[src/rtl/mc_pkg.sv]
// Shared types and encodings for the multicycle RISC-V control FSM.
// Consumed by mc_controller and alu_decoder via import mc_pkg::*.
package mc_pkg;

    typedef enum logic [3:0] {
        FETCH   = 4'd0,
        DECODE  = 4'd1,
        MEMADR  = 4'd2,
        MEMREAD = 4'd3,
        MEMWB   = 4'd4,
        MEMWRITE= 4'd5,
        EXECR   = 4'd6,
        EXECI   = 4'd7,
        ALUWB   = 4'd8,
        BRANCH  = 4'd9,
        JAL     = 4'd10,
        JALRADR = 4'd11,
        LUI     = 4'd12
    } state_t;

    localparam logic [6:0] OP_LOAD   = 7'b0000011;
    localparam logic [6:0] OP_STORE  = 7'b0100011;
    localparam logic [6:0] OP_RTYPE  = 7'b0110011;
    localparam logic [6:0] OP_ITYPE  = 7'b0010011;
    localparam logic [6:0] OP_BRANCH = 7'b1100011;
    localparam logic [6:0] OP_JAL    = 7'b1101111;
    localparam logic [6:0] OP_JALR   = 7'b1100111;
    localparam logic [6:0] OP_LUI    = 7'b0110111;
    localparam logic [6:0] OP_AUIPC  = 7'b0010111;

    localparam logic [2:0] IMM_I = 3'b000;
    localparam logic [2:0] IMM_S = 3'b001;
    localparam logic [2:0] IMM_B = 3'b010;
    localparam logic [2:0] IMM_J = 3'b011;
    localparam logic [2:0] IMM_U = 3'b100;

    localparam logic [1:0] RES_ALUOUT    = 2'b00;
    localparam logic [1:0] RES_DATA      = 2'b01;
    localparam logic [1:0] RES_ALURESULT = 2'b10;

    localparam logic [1:0] SRCA_PC    = 2'b00;
    localparam logic [1:0] SRCA_OLDPC = 2'b01;
    localparam logic [1:0] SRCA_RS1   = 2'b10;
    localparam logic [1:0] SRCA_ZERO  = 2'b11;

    localparam logic [1:0] SRCB_RS2  = 2'b00;
    localparam logic [1:0] SRCB_IMM  = 2'b01;
    localparam logic [1:0] SRCB_FOUR = 2'b10;

    localparam logic [1:0] ALUOP_ADD   = 2'b00;
    localparam logic [1:0] ALUOP_SUB   = 2'b01;
    localparam logic [1:0] ALUOP_FUNCT = 2'b10;

    localparam logic [2:0] ALU_ADD = 3'b000;
    localparam logic [2:0] ALU_SUB = 3'b001;
    localparam logic [2:0] ALU_AND = 3'b010;
    localparam logic [2:0] ALU_OR  = 3'b011;
    localparam logic [2:0] ALU_XOR = 3'b100;
    localparam logic [2:0] ALU_SLT = 3'b101;
    localparam logic [2:0] ALU_SLL = 3'b110;
    localparam logic [2:0] ALU_SRL = 3'b111;

    typedef struct packed {
        logic       pcupdate;
        logic       branch;
        logic       adrsrc;
        logic       memwrite;
        logic       irwrite;
        logic       regwrite;
        logic [1:0] resultsrc;
        logic [1:0] alusrca;
        logic [1:0] alusrcb;
        logic [1:0] aluop;
    } ctrl_t;

    // Moore output word for each state; anything not set stays 0.
    function automatic ctrl_t state_ctrl(input state_t s);
        ctrl_t c;
        c = '0;
        case (s)
            FETCH: begin
                c.irwrite   = 1'b1;
                c.pcupdate  = 1'b1;
                c.alusrca   = SRCA_PC;
                c.alusrcb   = SRCB_FOUR;
                c.resultsrc = RES_ALURESULT;
            end
            DECODE: begin
                c.alusrca = SRCA_OLDPC;
                c.alusrcb = SRCB_IMM;
            end
            MEMADR, JALRADR: begin
                c.alusrca = SRCA_RS1;
                c.alusrcb = SRCB_IMM;
            end
            MEMREAD: c.adrsrc = 1'b1;
            MEMWB: begin
                c.resultsrc = RES_DATA;
                c.regwrite  = 1'b1;
            end
            MEMWRITE: begin
                c.adrsrc   = 1'b1;
                c.memwrite = 1'b1;
            end
            EXECR: begin
                c.alusrca = SRCA_RS1;
                c.alusrcb = SRCB_RS2;
                c.aluop   = ALUOP_FUNCT;
            end
            EXECI: begin
                c.alusrca = SRCA_RS1;
                c.alusrcb = SRCB_IMM;
                c.aluop   = ALUOP_FUNCT;
            end
            ALUWB: begin
                c.resultsrc = RES_ALUOUT;
                c.regwrite  = 1'b1;
            end
            BRANCH: begin
                c.alusrca   = SRCA_RS1;
                c.alusrcb   = SRCB_RS2;
                c.aluop     = ALUOP_SUB;
                c.resultsrc = RES_ALUOUT;
                c.branch    = 1'b1;
            end
            JAL: begin
                c.alusrca   = SRCA_OLDPC;
                c.alusrcb   = SRCB_FOUR;
                c.resultsrc = RES_ALUOUT;
                c.pcupdate  = 1'b1;
            end
            LUI: begin
                c.alusrca = SRCA_ZERO;
                c.alusrcb = SRCB_IMM;
            end
            default: ;
        endcase
        return c;
    endfunction

    function automatic logic [2:0] imm_src(input logic [6:0] op);
        case (op)
            OP_LUI, OP_AUIPC: return IMM_U;
            OP_JAL:           return IMM_J;
            OP_BRANCH:        return IMM_B;
            OP_STORE:         return IMM_S;
            default:          return IMM_I;
        endcase
    endfunction

    function automatic logic op_supported(input logic [6:0] op);
        case (op)
            OP_LOAD, OP_STORE, OP_RTYPE, OP_ITYPE, OP_BRANCH,
            OP_JAL, OP_JALR, OP_LUI, OP_AUIPC: return 1'b1;
            default:                           return 1'b0;
        endcase
    endfunction

endpackage

[src/rtl/alu_decoder.sv]
// ALU function decode shared with the single-cycle core: ALUOp selects
// add, subtract, or the operation named by funct3/funct7.
module alu_decoder
    import mc_pkg::*;
(
    input  logic       opb5,
    input  logic [2:0] funct3,
    input  logic       funct7b5,
    input  logic [1:0] aluop,
    output logic [2:0] alucontrol
);

    always_comb begin
        alucontrol = ALU_ADD;
        case (aluop)
            ALUOP_ADD: alucontrol = ALU_ADD;
            ALUOP_SUB: alucontrol = ALU_SUB;
            default: begin
                case (funct3)
                    3'b000:  alucontrol = (opb5 & funct7b5) ? ALU_SUB : ALU_ADD;
                    3'b001:  alucontrol = ALU_SLL;
                    3'b010:  alucontrol = ALU_SLT;
                    3'b011:  alucontrol = ALU_SLT;
                    3'b100:  alucontrol = ALU_XOR;
                    3'b101:  alucontrol = ALU_SRL;
                    3'b110:  alucontrol = ALU_OR;
                    default: alucontrol = ALU_AND;
                endcase
            end
        endcase
    end

endmodule

[src/rtl/mc_controller.sv]
// Multicycle control FSM sequencing the shared datapath one state per cycle.
// Define MC_MEM_READY_EN to add mem_ready stalls in FETCH/MEMREAD/MEMWRITE.
module mc_controller
    import mc_pkg::*;
(
    input  logic       clk,
    input  logic       reset_n,
    input  logic [6:0] op,
    input  logic [2:0] funct3,
    input  logic       funct7b5,
    input  logic       Zero,
`ifdef MC_MEM_READY_EN
    input  logic       mem_ready,
`endif
    output logic       PCWrite,
    output logic       AdrSrc,
    output logic       MemWrite,
    output logic       IRWrite,
    output logic       RegWrite,
    output logic [1:0] ResultSrc,
    output logic [1:0] ALUSrcA,
    output logic [1:0] ALUSrcB,
    output logic [2:0] ImmSrc,
    output logic [2:0] ALUControl,
    output logic       illegal
);

    state_t state, state_n;
    ctrl_t  ctrl;
    logic   mem_go;
    logic   taken;

`ifdef MC_MEM_READY_EN
    assign mem_go = mem_ready;
`else
    assign mem_go = 1'b1;
`endif

    always_comb begin
        state_n = state;
        case (state)
            FETCH:    if (mem_go) state_n = DECODE;
            DECODE: begin
                case (op)
                    OP_LOAD, OP_STORE: state_n = MEMADR;
                    OP_RTYPE:          state_n = EXECR;
                    OP_ITYPE:          state_n = EXECI;
                    OP_BRANCH:         state_n = BRANCH;
                    OP_JAL:            state_n = JAL;
                    OP_JALR:           state_n = JALRADR;
                    OP_LUI:            state_n = LUI;
                    OP_AUIPC:          state_n = ALUWB;
                    default:           state_n = FETCH;
                endcase
            end
            MEMADR:   state_n = op[5] ? MEMWRITE : MEMREAD;
            MEMREAD:  if (mem_go) state_n = MEMWB;
            MEMWRITE: if (mem_go) state_n = FETCH;
            EXECR, EXECI, JAL, LUI: state_n = ALUWB;
            JALRADR:  state_n = JAL;
            default:  state_n = FETCH;
        endcase
    end

    // The output word tracks the state it will describe, so ctrl always equals state_ctrl(state).
    always_ff @(posedge clk or negedge reset_n) begin
        if (!reset_n) begin
            state <= FETCH;
            ctrl  <= state_ctrl(FETCH);
        end else begin
            state <= state_n;
            ctrl  <= state_ctrl(state_n);
        end
    end

    assign taken = (funct3 == 3'b000) ? Zero :
                   (funct3 == 3'b001) ? ~Zero : 1'b0;

    // irwrite is only set in FETCH, so it doubles as the "waiting on fetch" marker for PC gating.
    assign PCWrite   = reset_n & ((ctrl.pcupdate & (mem_go | ~ctrl.irwrite)) | (ctrl.branch & taken));
    assign IRWrite   = reset_n & ctrl.irwrite & mem_go;
    assign RegWrite  = reset_n & ctrl.regwrite;
    assign MemWrite  = reset_n & ctrl.memwrite;
    assign illegal   = reset_n & (state == DECODE) & ~op_supported(op);
    assign AdrSrc    = ctrl.adrsrc;
    assign ResultSrc = ctrl.resultsrc;
    assign ALUSrcA   = ctrl.alusrca;
    assign ALUSrcB   = ctrl.alusrcb;
    assign ImmSrc    = imm_src(op);

    alu_decoder u_alu_decoder (
        .opb5       (op[5]),
        .funct3     (funct3),
        .funct7b5   (funct7b5),
        .aluop      (ctrl.aluop),
        .alucontrol (ALUControl)
    );

endmodule

[config.mk]
export PLATFORM = sky130hd
export DESIGN_NAME = mc_controller
export DESIGN_NICKNAME = d
export VERILOG_FILES = /design/src/rtl/mc_pkg.sv /design/src/rtl/alu_decoder.sv /design/src/rtl/mc_controller.sv
export SDC_FILE = /design/constraint.sdc
export NUM_CORES = 1
export LEC_CHECK = 0
export BUFFER_PORTS_ARGS = -buffer_cell sky130_fd_sc_hd__buf_4
export CORE_ASPECT_RATIO = 1.2
export CORE_MARGIN = 2
export CORE_UTILIZATION = 45
export CTS_CLUSTER_DIAMETER = 60
export DETAILED_ROUTE_END_ITERATION = 8
export PLACE_DENSITY = 0.78
export REMOVE_ABC_BUFFERS = 1
export SYNTH_ARGS = -nofsm -noshare
export SYNTH_HDL_FRONTEND = slang
export SYNTH_HIERARCHICAL = 1
export SYNTH_SLANG_ARGS = --single-unit
export TNS_END_PERCENT = 1
[constraint.sdc]
create_clock -name clk -period 5.2 [get_ports clk]
set_input_delay 1.04 -clock clk [delete_from_list [all_inputs] [get_ports clk]]
set_output_delay 1.04 -clock clk [all_outputs]
set_load 0.02 [all_outputs]
* Word-level counts from Yosys, hierarchy flattened
Cells that the tools add are included.
** Cells by class
- Multiplexer cells :: 19
- Eq/ne operators :: 36
- Reduce and logical (&&, ||, !) cells :: 15
- Bitwise operators :: 11
** Operators with widths (number)
- $pmux 4 s6 :: 2
- $eq 4x4->1 const B :: 8
- $pmux 4 s8 :: 1
- $eq 4x3->1 const B :: 6
- $eq 7x6->1 const B :: 3
- $eq 7x7->1 const B :: 3
- $pmux 3 s6 :: 1
- $eq 4x2->1 const B :: 4
- $reduce_or 2->1 :: 8
- $eq 7x5->1 const B :: 2
- $pmux 3 s4 :: 1
- $mux 1 :: 10
- $eq 3x3->1 const B :: 3
- $reduce_or 9->1 :: 1
- $and 1x1->1 :: 8
- $eq 4x1->1 const B :: 2
- $logic_not 4->1 :: 2
- $pmux 2 s2 :: 2
- $eq 7x2->1 const B :: 1
- $eq 3x2->1 const B :: 2
- $pmux 3 s2 :: 1
- $reduce_or 4->1 :: 1
- $eq 3x1->1 const B :: 1
- $logic_not 3->1 :: 1
- 6 further kinds :: 7
** Storage, ports and cells
- Input port bits :: 14
- Output and inout bits :: 18
- Register bits :: 18
- Logic and storage cells :: 92

* Logic depth before layout (Yosys ltp)
- Depth in word-level cells :: 7
- Depth in mapped cells :: 7
- Gate-level depth less buffers :: 6

* Cells and area by module
Netlist, hierarchy kept.
** Modules (own cells, without submodules)
- mc_controller :: area each 1037.2 µm², times used 1, cells an instance 97
- alu_decoder :: area each 71.3 µm², times used 1, cells an instance 12

* Worst setup path after synthesis
OpenSTA, ideal clock, no wires.
- Path kind :: input to output
- Start point :: input port op[2]
- End point :: output port ImmSrc[0]
- Cell stages on the path :: 4
- Path buffers :: 1
- Path slack :: 1927 ps
- Arrival :: 2233 ps
- Path through :: buf_4 nor3_1 nor2_1 nor4b_1
** Between the ends
- Longest elaborated chain between the ends :: 3
** RTL lines
- start, declared :: RTL line mc_controller.sv:8 : input logic [6:0] op,
- $eq 7x6->1 / $eq 7x5->1 (equally long branches) :: RTL line mc_pkg.sv:142 : case (op)
- $reduce_or 2->1 :: RTL line mc_pkg.sv:142
- $pmux 3 s4 * :: RTL line mc_pkg.sv:142
- end, declared :: RTL line mc_controller.sv:23 : output logic [2:0] ImmSrc,
Every way passes the cells marked *; elsewhere a longest branch is shown, timed or not.

* Final worst setup path
- Start point :: input port op[6]
- End point :: output port ImmSrc[0]
Same word-level chain as after synthesis.

==> flow_summary.yaml <==
sta:
  drv_slew: 0
  finalCritPeriodShare_pct: 58.7
  setup_viol: 0
  hold_violations: 0
  fmax_mhz: 327
  tightest_slew_ps: 477
  clock-skew-final_ps: 3.06
  relSlewSlack_pct: 68.2
  final.setup.tns_ps: 0
  period_needed_ps: 3050
  rsz0062_at_grt: "false"
drt:
  firstDrtPassIters: 4
  wire_per_inst_um: 13.6
  viasPerCell: 5.57
  postRouteAntennaNets: 0
  drt-initial-drc-count: 22
  drc_errors: 0
  vias: 913
  routed_wl_um: 2230
clocking:
  clock_sinks: 17
  cts_root_buf: "clkbuf_4"
  cts_hold_buf: 0
  clockBufferDepth: 2
  cts_made_buffers: 3
  ctsHtreeMaxLevel: 1
  clk_pin_slew_ps: 100
  clk_latency_ps: 280
  postCtsSetupBuffers: 0
  cts.repair.resized: 0
  tritoncts: "done"
cells_and_area:
  insertedDiodeCount: 0
  syn2layout_area_growth_pct: 20.0
  stdcell_area_um2: 1330
  final_core_util_pct: 57.7
  finalNetCount: 148
  drive_above_1_share_pct: 37.6
power_and_ir_drop:
  p_sw_mw: 0.168
  p_comb_share_pct: 42.9
  pwr_density_cell_nw_per_um2: 340
  p_leak_nw: 0.622
  clkPwrFrac_pct: 15.4
  internal_power_mw: 0.284
  power_mw: 0.452
  switching_share_pct: 37.2
  peakVddDrop_mv: 0.306
  power_frac_seq_pct: 41.7
yosys:
  synth_top_area_cell: "dfrtp_1"
  yosysMostFrequentCell: "dfrtp_1"
  ys_warn_count: 6
  synth_edf_count: 0
  async_flop_share_pct: 100
  syn_inst: 109
  yosysTopAreaCellShare_pct: 31.6
  syn_area_um2: 1110
  synth-seq-cells: 17
  ys.flop_type: "dfrtp_1"
  avgSynthCellArea_um2: 10.2
  synth.area.top_cells: "dfrtp_1 32%, dfstp_2 7.1%, buf_4 6.1%, a21oi_1 4.1%, nor3_1 3.2%"
  yosysSeqAreaShare_pct: 38.7
  synth_commonest_cells: "14 x dfrtp_1, 9 x a21oi_1, 9 x buf_4"
  ys_types: 45
placed_design:
  dpl_cell_area_um2: 1300
  dp_hpwl_um: 1680
  io_buffers: 31
  gp_routability_congestion: 0.760
global_routing:
  track_usage_pct: 15.4
  overflow: 0
  grt_pass1_wl_um: 3490
  antenna_found_initial: 0
  grt_max_degree: 23
  grt_pass1_vias: 801
floorplan:
  die-area_um2: 2880
  rows: 19
  die_x_um: 49.3
  design.core.area_um2: 2310
  io_pins: 32
  die_h_um: 58.4
  start_util_pct: 48.1
run_status:
  status: "complete, no violations"
job:
  maxCapViolations: 0
worst_setup_path:
  setup.worst_path.start_class: "primary input"
  cp_data_required_time_ps: 4160
  critPathKind: "primary input to output port"
  path_max_fanout: 7
  cp.arrival_ps: 2010
  critPathCaptureType: "output port"
hold_path:
  hold_path.class: "primary input to asynchronous set/reset pin"
metal layers:
metal  GRT usage [%]  vias to the layer above  wire (um)
met4            4.90                        0         23
met1            18.7                      445        913
met5               0                        -          0
met3            1.52                        5         78
met2            28.6                       24       1220
li1                -                      439          -
final cells by class:
class	count	area [um^2]
fillers	197	976
clock inverters	1	5.00
multi-input cells	75	574
repair buffers	31	233
clock buffers	3	22.5
inverters	6	27.5
flip-flops and latches	17	429
well taps	31	38.8
power groups by stage:
stage	Sequential (mW)	Clock (mW)	Combinational, mW
floorplan	0.210	0	0.101
global placement	0.190	0	0.190
detailed placement	0.191	0	0.195
CTS	0.189	0.0696	0.196
global route	0.193	0.0756	0.208
finish	0.188	0.0696	0.194
worst paths after layout:
check / to / cells after the start / startpoint / slack (ps)
max: ImmSrc[0] / 5 / op[6] / 2150
min: AdrSrc / 1 / reset_n / 610
max reg2reg: ctrl[8] / 5 / state[2] / 3340
min reg2reg: ResultSrc[0] / 1 / state[0] / 680
max in group asynchronous: ALUSrcB[1] / 1 / reset_n / 4330
min in group clk: ResultSrc[0] / 1 / state[0] / 680
cells in the final DEF, fill, tap and decap left out, types with 2 or more instances in the layout:
master,count
xor2_1,3
dfstp_2,3
and2_1,5
nand2b_1,4
dfrtp_1,14
clkbuf_4,3
o2111ai_1,2
inv_1,5
nand2_1,5
nor3_1,7
buf_4,31
a21oi_1,9
a31oi_1,2
nor2_1,7
nor4bb_1,2
cell families (layout without fill, tap and decap cells):
logic type             after synthesis  count (layout)  synth area share, %
AO/OA/AOI/OAI                       25              25                 18.7
XOR/XNOR                             4               4                 3.16
buffers and inverters               17              41                 9.48
flip-flops                          17              17                 38.7
AND/OR/NAND/NOR                     46              46                 29.9
per-stage QoR:
step | worst slack [ps] | hold WS (ps) | cells
after floorplan | 2060 | 622 | 98
after global placement | 2210 | 661 | 160
after detailed placement | 2170 | 668 | 160
after CTS | 2160 | 617 | 164
final | 2150 | 609 | 164
after global routing | 2020 | 622 | 164
sequential cells by signal (all words and copies together) (netlist names):
register and count:
ALUSrcA 2, ALUSrcB 2, AdrSrc 1, ResultSrc 1, ctrl 7, state 4
worst max-delay path: stages:
cell     delay, ps
buf_4          140
nor3_1         260
nor2_1          80
nor4b_1        290
buf_4          200
No activity file was read; power rests on OpenSTA's default activity.
